$ cat src/rtl/sev_segment_scanner.sv
// Three-digit time-multiplexed 7-segment scanner.
// Latches one glyph snapshot per frame, then scans tens, ones and tenths in turn.
// Each digit slot opens with a dark guard interval.
module sev_segment_scanner #(
  parameter int DIGIT_DIV      = 50000,
  parameter int GUARD_CYCLES   = 4,
  parameter bit SEG_ACTIVE_LOW = 1'b1,
  parameter bit AN_ACTIVE_LOW  = 1'b1
) (
  input  logic       clk,
  input  logic       rst,
  input  logic       enable,
  input  logic       blank_leading,
  input  logic [6:0] sev_segment_in [2:0],
  output logic [6:0] seg_out,
  output logic       dp_out,
  output logic [2:0] an_out,
  output logic       frame_tick
);

  localparam int unsigned     CntW   = (DIGIT_DIV > 1) ? $clog2(DIGIT_DIV) : 1;
  localparam logic [CntW-1:0] CntMax = CntW'(DIGIT_DIV - 1);
  localparam logic [6:0]      SegOff = SEG_ACTIVE_LOW ? 7'h7F : 7'h00;
  localparam logic            DpOff  = SEG_ACTIVE_LOW;
  localparam logic [2:0]      AnOff  = AN_ACTIVE_LOW ? 3'b111 : 3'b000;
  localparam logic [6:0]      GlyphZero = 7'h3F;

  typedef enum logic [1:0] {StIdle, StGuard, StOn} state_e;

  state_e          state_q;
  logic [1:0]      slot_q, slot_d;
  logic [CntW-1:0] cnt_q, cnt_d;
  logic [6:0]      shadow_q [2:0];
  logic [6:0]      glyph_d  [2:0];
  logic            blank_q, blank_d;
  logic            load;
  logic            guard_d;
  logic [6:0]      seg_lit;
  logic [2:0]      an_lit;
  logic            dp_lit;
  logic            tick_d;

  // Next slot position; the frame restarts at slot 2 from idle or after slot 0 ends.
  always_comb begin
    slot_d = slot_q;
    cnt_d  = cnt_q;
    load   = 1'b0;
    if (state_q == StIdle) begin
      slot_d = 2'd2;
      cnt_d  = '0;
      load   = 1'b1;
    end else if (cnt_q == CntMax) begin
      cnt_d  = '0;
      slot_d = (slot_q == 2'd0) ? 2'd2 : slot_q - 2'd1;
      load   = (slot_q == 2'd0);
    end else begin
      cnt_d = cnt_q + CntW'(1);
    end
  end

  // Active-high view of what the next output cycle should show.
  always_comb begin
    for (int i = 0; i < 3; i++) begin
      glyph_d[i] = load ? sev_segment_in[i] : shadow_q[i];
    end
    blank_d = load ? blank_leading : blank_q;
    guard_d = int'(cnt_d) < GUARD_CYCLES;
    seg_lit = '0;
    unique case (slot_d)
      2'd2:    seg_lit = (blank_d && glyph_d[2] == GlyphZero) ? 7'h00 : glyph_d[2];
      2'd1:    seg_lit = glyph_d[1];
      default: seg_lit = glyph_d[0];
    endcase
    an_lit = guard_d ? 3'b000 : (3'b001 << slot_d);
    dp_lit = !guard_d && (slot_d == 2'd1);
    tick_d = (slot_d == 2'd0) && (cnt_d == CntMax);
  end

  // Scan FSM with registered outputs; disable forces idle and a dark display.
  always_ff @(posedge clk or posedge rst) begin
    if (rst) begin
      state_q    <= StIdle;
      slot_q     <= 2'd2;
      cnt_q      <= '0;
      shadow_q   <= '{default: '0};
      blank_q    <= 1'b0;
      seg_out    <= SegOff;
      dp_out     <= DpOff;
      an_out     <= AnOff;
      frame_tick <= 1'b0;
    end else if (!enable) begin
      state_q    <= StIdle;
      slot_q     <= 2'd2;
      cnt_q      <= '0;
      seg_out    <= SegOff;
      dp_out     <= DpOff;
      an_out     <= AnOff;
      frame_tick <= 1'b0;
    end else begin
      state_q    <= guard_d ? StGuard : StOn;
      slot_q     <= slot_d;
      cnt_q      <= cnt_d;
      if (load) begin
        shadow_q <= sev_segment_in;
        blank_q  <= blank_leading;
      end
      seg_out    <= guard_d ? SegOff : (SegOff ^ seg_lit);
      dp_out     <= DpOff ^ dp_lit;
      an_out     <= AnOff ^ an_lit;
      frame_tick <= tick_d;
    end
  end

endmodule

$ cat config.mk
export PLATFORM = sky130hd
export DESIGN_NAME = sev_segment_scanner
export DESIGN_NICKNAME = d
export VERILOG_FILES = /design/src/rtl/sev_segment_scanner.sv
export SDC_FILE = /design/constraint.sdc
export NUM_CORES = 1
export LEC_CHECK = 0
export CORE_MARGIN = 5
export CORE_UTILIZATION = 31
export CTS_CLUSTER_DIAMETER = 100
export CTS_CLUSTER_SIZE = 8
export DETAILED_ROUTE_END_ITERATION = 8
export GPL_ROUTABILITY_DRIVEN = 1
export GPL_TIMING_DRIVEN = 0
export PLACE_DENSITY_LB_ADDON = 0.25
export SLEW_MARGIN = 15
export SYNTH_ARGS = -nofsm -noshare
export SYNTH_HDL_FRONTEND = slang
export SYNTH_SLANG_ARGS = --single-unit
$ cat constraint.sdc
create_clock -name clk -period 3.4 [get_ports clk]
set_input_delay 0.51 -clock clk [delete_from_list [all_inputs] [get_ports clk]]
set_output_delay 0.51 -clock clk [all_outputs]
set_load 0.005 [all_outputs]
**Word level (Yosys, flattened, before mapping)**

Index checks and enable logic that the tools add are counted.
Widths: inputs -> output; s select.

- Output and inout bits: 12
- Bits in writable memories: 0
- Bits in read-only memories: 0
- Latch bits: 0
- Register bits: 54
- Memories: 0
- Logic and storage cells: 54
- Input bits: 25

- Magnitude comparators: 1
- Add/subtract/negate cells: 2
- Reduce and logical (&&, ||, !) cells: 8
- Shift-type cells: 1
- Equality and inequality tests: 5
- Muxes and demuxes: 23
- $mul: 0
- Div/mod/pow operators: 0
- Bitwise gates (word level): 3

Operators with widths:

| operator | number |
|---|---|
| $mux 16 | 3 |
| $mux 7 | 6 |
| $eq 16x16->1 const B | 2 |
| $add 16x1->16 const B | 1 |
| $lt 16x3->1 const B | 1 |
| $pmux 7 s2 | 1 |
| $mux 2 | 6 |
| $eq 7x6->1 const B | 1 |
| $not 7->7 | 1 |
| $logic_not 2->1 | 3 |
| $mux 3 | 2 |
| $mux 1 | 5 |
| $logic_and 1x1->1 | 3 |
| $not 3->3 | 1 |
| $shl 1x2->3 const A | 1 |
| $eq 2x1->1 const B | 1 |
| $eq 2x2->1 const B | 1 |
| $reduce_and 2->1 | 1 |
| $sub 2x1->2 const B | 1 |
| $logic_not 1->1 | 1 |
| $not 1->1 | 1 |

**Longest topological paths before layout**

Gate-level depths: netlist of the first run.

- Word-level depth: 11
- Gate-level depth with buffers: 14
- Mapped depth without buffers: 11

**Least setup slack after synthesis of the first run**

OpenSTA, ideal clock, no wires.

- Kind: register to register
- Start point: register cnt_q[0]
- End point: register seg_out[5]
- Stages on the path, launching flop included: 14
- Arrival: 2.669 ns
- Slack: 0.647 ns
- Period minus slack after synthesis: 2.753 ns
- Setup time: 0.083 ns
- Buffers on the path: 4
- Cells stage by stage: dfrtp_1 ha_1 buf_2 and3_1 and4_1 buf_4 buf_6 nand2_1 a21oi_1 inv_2 ha_1 clkbuf_1 a221oi_1 a221o_1

- Cells in the longest elaborated chain, start to end: 11
- Elaborated cells on any way between the ends: 22
- Classes of those cells: 1 x add/sub; 1 x order compare; 4 x eq/ne; 14 x mux; 1 x bitwise; 1 x reduce/logical

Ends and longest elaborated chain:

| item | RTL line | source |
|---|---|---|
| start: declaration | 32 | `logic [CntW-1:0] cnt_q, cnt_d;` |
| start signal: assignment | 102 | `cnt_q <= cnt_d;` |
| parallel branches: the longest is 9 deep, another holds $add 16x1->16 | n/a |  |
| $mux 7 * | 107 | `seg_out <= guard_d ? SegOff : (SegOff ^ seg_lit);` |
| $mux 7 * | 91 | `end else if (!enable) begin` |
| end signal: assignment | 87 | `seg_out <= SegOff;` |
| end signal: assignment | 95 | `seg_out <= SegOff;` |
| end signal: assignment | 107 |  |
| end: declaration | 15 | `output logic [6:0] seg_out,` |

Mark *: on every way between the ends.
A chain may end at the register's enable or synchronous reset.

**Worst setup path in the final report of the first run**

Ends and elaborated chain as after synthesis.

==> summary.txt, run 1 <==
Outcome
  • Status: complete, no violations

Cells and area
  • Share of layout cells above drive strength 1: 16.1%
  • Final Util: 38.3%
  • Syn-to-layout area delta: 20.5%
  • Final net count: 365
  • Ant. Diodes: 0

Worst setup path
  • Arr. time, crit path: 3.36 ns
  • CP Launch Type: flop
  • Worst Path Max Fanout: 10
  • Required time of the critical path: 3.64 ns
  • Nature of the critical path endpoint: flop
  • Critical path class: flop to flop

Drt
  • Remaining DRCs: 0
  • Via count: 2306
  • DRT Pass-1 Iters: 5
  • WL/cell: 14.9 um
  • Initial DRC count: 58
  • Detailed-route wire length: 6950 um
  • Final ANT Viol Nets: 0
  • Vias per inst: 4.93

Clock network
  • Clk_lat worst skew: 0.31 ns
  • CTS tree: built
  • Post-CTS Setup Bufs: 0
  • H-Tree Depth: 2
  • Num CTS Buffers: 5
  • Deepest clock path buffer count: 2
  • Hold buffer count at cts: 0
  • Clock transition at the registers of the reported paths: 0.10 ns
  • CTS root buf: clkbuf_8
  • Sink Count: 53
  • PostCTS Resize Cnt: 0

Die
  • I/O pins: 37
  • Core ar.: 9820 um^2
  • Starting Density: 31.8%
  • Row Count: 36
  • Chip Width: 110 um
  • Die Y: 110 um
  • DIE AREA: 12200 um^2

Timing
  • Max Clock Skew: 0.0122 ns
  • Final number of setup-violating endpoints: 0
  • FMAX: 321 MHz
  • Slew Viols, Final: 0
  • Slew headroom: 60.1%
  • Final critical-path setup slack: 0.284 ns
  • TNS Setup: 0 ns
  • Final Hold Fails: 0
  • Tightest Pin Transition: 0.596 ns
  • Minimum clock period: 3.12 ns
  • Fin crit share: 91.6%
  • RSZ-0062 raised after global routing: no

Logic synthesis
  • Top FF cell, synth: dfrtp_1
  • #FFs+latches synth: 53
  • Post-synth top cells: 42 x dfrtp_1, 25 x nor2_1, 23 x mux2_1
  • Async SR Flop Fraction: 100%
  • Largest area contributor in the netlist: dfrtp_1
  • Synth Warn #: 0
  • Share of the synthesized area in the top cell type: 33.6%
  • Syn nets: 321
  • Post-synthesis cell type count: 59
  • Syn_area_per_cell: 10.8 um^2
  • Syn Inst Count: 290
  • Post-synth EDFFs: 0
  • Synth Cell Area: 3120 um^2
  • Most frequent cell after synthesis: dfrtp_1
  • Register area share after synthesis: 42.9%
  • Largest cells by area after synthesis: dfrtp_1 34%, dfstp_2 9.3%, mux2_1 8.3%

GRT
  • First-pass GRT wire length: 11700 um
  • Largest net degree at the start of global routing: 29
  • GRT Total Usage: 12.2%
  • Initial antenna violation count: 0
  • Gr ovfl total: 0
  • Number of global-route vias before repair: 2358

Placed design
  • Gpl congestion: 0.783
  • Number of buffers added on ports: 36
  • DP HPWL: 5400 um
  • Pre-CTS WS: 0.128 ns

Power
  • Leak Pwr: 1.53 nW
  • Peak supply drop: 0.000167 V
  • Pwr Density: 327 nW/um^2

Run
  • Max cap viols: 0

Worst hold path
  • Hold Path Class: flop to flop
## critical path, cell delays in order, from the launching register on
cell      delay (ns)
dfrtp_1         0.49
ha_1            0.19
buf_2           0.21
and3_1          0.23
and4_1          0.18
buf_4           0.14
buf_6           0.14
nand2_1         0.06
a21oi_1         0.21
inv_2           0.08
ha_1            0.40
buf_2           0.27
a221oi_1        0.09
a221o_1         0.35
## layer usage
metal  up-vias  global-route usage, %  wire length, um  share of wire [%]
met5         -                      0                0                  0
met4         0                   3.61               87                1.3
met3         6                   1.75              195                2.8
met2        34                   19.2             3170                 46
met1      1123                   17.4             3500                 50
li1       1143                      -                -                  -
## final cells by class
type	instances	area, um^2
fill	1021	6060
multi-input combinational	207	1600
sequential	53	1340
timing repair buffer	37	380
tap	133	166
buffer	18	136
clock buffer	5	68.8
inverter	12	45.0
clock inverter	3	22.5
## metrics by stage
step,instances,cell area [um^2],hold slack [ns],power (mW)
final,468,3760,0.499,1.23
after global placement,459,3650,0.468,0.876
after floorplan,290,3120,0.457,0.811
after detailed placement,460,3670,0.479,0.884
after global routing,468,3760,0.514,1.30
after CTS,468,3760,0.503,1.25
## final timing paths
kind / cells after the start / end / slack (ns) / startpoint
worst max-delay path: 13 / seg_out[5] / 0.28 / cnt_q[0]
worst min-delay path: 1 / shadow_q[4] / 0.50 / shadow_q[4]
worst max register to register: 13 / seg_out[5] / 0.28 / cnt_q[0]
worst min register to register: 1 / shadow_q[4] / 0.50 / shadow_q[4]
max in group asynchronous: 3 / seg_out[3] / 2.21 / rst
min in group asynchronous: 2 / shadow_q[1] / 0.58 / rst
## sequential cells by signal (all words and copies together) (netlist names)
| name | flops |
|---|---|
| cnt_q | 16 |
| frame_tick | 1 |
| an_out | 2 |
| blank_q | 1 |
| state_q | 2 |
| seg_out | 7 |
| dp_out | 1 |
| slot_q | 2 |
| shadow_q | 21 |
## layout by cell type (no fill, tap or decap), types with 7 or more instances in the layout
| cell type | netlist | final |
|---|---|---|
| nor2_1 | 25 | 25 |
| dfstp_2 | 11 | 11 |
| xnor2_1 | 10 | 10 |
| clkdlybuf4s50_1 | 0 | 36 |
| mux2_1 | 23 | 23 |
| dfrtp_1 | 42 | 42 |
| mux2i_1 | 15 | 15 |
| a21oi_1 | 7 | 7 |
| nand2_1 | 19 | 19 |
| inv_1 | 10 | 9 |
| nor2b_1 | 7 | 7 |
| a211oi_1 | 8 | 8 |
## cells by family after synthesis
kind of cell	after synthesis	synth area share [%]
buffers and inverters	30	5.77
AO/OA/AOI/OAI	45	11.7
XOR/XNOR	16	4.49
multiplexers	38	13.1
flip-flops	53	42.9
AND/OR/NAND/NOR	102	19.7
adder cells (fa/ha/maj)	6	2.40
## report_power, final
group | switching, mW | total, mW | internal [mW] | leakage (nW)
logic | 0.0782 | 0.168 | 0.0896 | 0.834
clock network | 0.215 | 0.362 | 0.147 | 0.0481
registers | 0.0275 | 0.700 | 0.673 | 0.649
total | 0.321 | 1.23 | 0.909 | 1.53
Note: power is estimated with default switching activity, not from simulation.
==> inputs of run 2 (changes only) <==
Clock period 3.4 ns to 3.5 ns, I/O delays scaled along.
==> summary.txt, run 2 (synthesis results as in run 1) <==
Die
  • DIE AREA: 12200 um^2
  • Row Count: 36
  • Starting Density: 31.8%
  • Chip Width: 110 um
  • Die Y: 110 um
  • I/O pins: 37
  • Core ar.: 9820 um^2

GRT
  • Number of global-route vias before repair: 2358
  • GRT Total Usage: 12.2%
  • Largest net degree at the start of global routing: 29
  • Initial antenna violation count: 0
  • Gr ovfl total: 0
  • First-pass GRT wire length: 11700 um

Cells and area
  • Post-route cell area: 3760 um^2
  • Fill count: 1021
  • Register Area: 1340 um^2
  • Final non-filler cell total: 468
  • Syn-to-layout area delta: 20.5%
  • Largest regs: shadow_q: 21 flops, cnt_q: 16 flops, seg_out: 7 flops
  • Max reg flops: 21
  • Area occupied by multi-input gates: 1600 um^2
  • Most frequent cells in the layout: 42 x dfrtp_1, 36 x clkdlybuf4s50_1, 25 x nor2_1
  • Final net count: 365
  • Final Util: 38.3%
  • Most common cell after layout, fill and taps aside: dfrtp_1
  • Share of layout cells above drive strength 1: 16.1%
  • Ant. Diodes: 0
  • Largest reg by FF count: shadow_q

Timing
  • Fin crit share: 89.5%
  • Minimum clock period: 3.13 ns
  • Max Clock Skew: 0.0122 ns
  • Slew Viols, Final: 0
  • RSZ-0062 raised after global routing: no
  • Final number of setup-violating endpoints: 0
  • TNS Setup: 0 ns
  • Final Hold Fails: 0
  • FMAX: 319 MHz
  • Tightest Pin Transition: 0.596 ns
  • Slew headroom: 60.1%

Power
  • Part of the power in the clock network: 29.4%
  • Net Switching: 312 uW
  • Pwr Density: 317 nW/um^2
  • Power Internal: 883 uW
  • Combinational power share: 13.6%
  • Peak supply drop: 0.000162 V
  • Net Sw Frac: 26.1%
  • Flop pwr share: 56.9%
  • Leak Pwr: 1.53 nW

Clock network
  • Num CTS Buffers: 5
  • CTS root buf: clkbuf_8
  • CTS tree: built
  • Deepest clock path buffer count: 2
  • Clk_lat worst skew: 0.31 ns
  • Clock transition at the registers of the reported paths: 0.10 ns
  • H-Tree Depth: 2
  • Hold buffer count at cts: 0
  • PostCTS Resize Cnt: 0
  • Post-CTS Setup Bufs: 0
  • Sink Count: 53

Placed design
  • Number of buffers added on ports: 36
  • Post-Place Cell Area: 3670 um^2
  • DP HPWL: 5400 um
  • Gpl congestion: 0.783
  • DP Cell Count: 460

Drt
  • Vias per inst: 4.93
  • DRT Pass-1 Iters: 5
  • Remaining DRCs: 0
  • WL/cell: 14.9 um
  • Via count: 2306
  • Initial DRC count: 65
  • Final ANT Viol Nets: 0
  • Detailed-route wire length: 6950 um

Worst setup path
  • Nature of the critical path endpoint: flop
  • Required time of the critical path: 3.74 ns
  • Arr. time, crit path: 3.37 ns
  • Critical path class: flop to flop
  • Worst Path Max Fanout: 10
  • CP Launch Type: flop
  • R2R depth: 13

Worst hold path
  • Hold Path Class: flop to flop
  • Hold Path Depth: 1

Run
  • Max cap viols: 0

Outcome
  • Status: complete, no violations
## run 2: layer usage
layer / wire, um / track usage [%] / vias up / share of wire, %
met2: 3170 / 19.2 / 34 / 46
met5: 0 / 0 / - / 0
met3: 195 / 1.75 / 6 / 2.8
li1: - / - / 1143 / -
met4: 87 / 3.61 / 0 / 1.3
met1: 3490 / 17.4 / 1123 / 50
## run 2: worst paths after layout
kind | startpoint | endpoint | slack (ns)
max in group asynchronous | rst | seg_out[3] | 2.29
min in group asynchronous | rst | shadow_q[1] | 0.59
setup / recovery | cnt_q[0] | seg_out[5] | 0.37
hold / removal | shadow_q[4] | shadow_q[4] | 0.50
setup reg to reg | cnt_q[0] | seg_out[5] | 0.37
hold reg to reg | shadow_q[4] | shadow_q[4] | 0.50
## run 2: critical path, cell delays in order, from the launching register on
cell      delay (ns)
dfrtp_1         0.49
ha_1            0.19
buf_2           0.21
and3_1          0.23
and4_1          0.18
buf_4           0.14
buf_6           0.14
nand2_1         0.06
a21oi_1         0.21
inv_2           0.08
ha_1            0.41
clkbuf_2        0.28
a221oi_1        0.10
a221o_1         0.35
## run 2: power groups by stage
stage	Clock (mW)	Combinational, mW	Sequential, mW
finish	0.351	0.163	0.680
global route	0.394	0.182	0.686
CTS	0.371	0.167	0.680
detailed placement	0	0.167	0.692
global placement	0	0.161	0.690
floorplan	0	0.104	0.684
## run 2: stage by stage
step	power, mW	hold WS [ns]	setup WS [ns]
2_1_floorplan	0.788	0.457	0.747
3_3_place_gp	0.851	0.468	0.247
3_5_place_dp	0.858	0.479	0.228
4_1_cts	1.22	0.503	0.192
5_1_grt	1.26	0.514	0.0974
6_report	1.19	0.499	0.367
## run 2: layout make-up
cell class / instances / share of cell area (%)
well taps: 133 / 4.42
plain buffers: 18 / 3.62
repair buffers: 37 / 10.1
inverters: 12 / 1.20
multi-input cells: 207 / 42.6
clock inverters: 3 / 0.598
flip-flops and latches: 53 / 35.6
clock buffers: 5 / 1.83
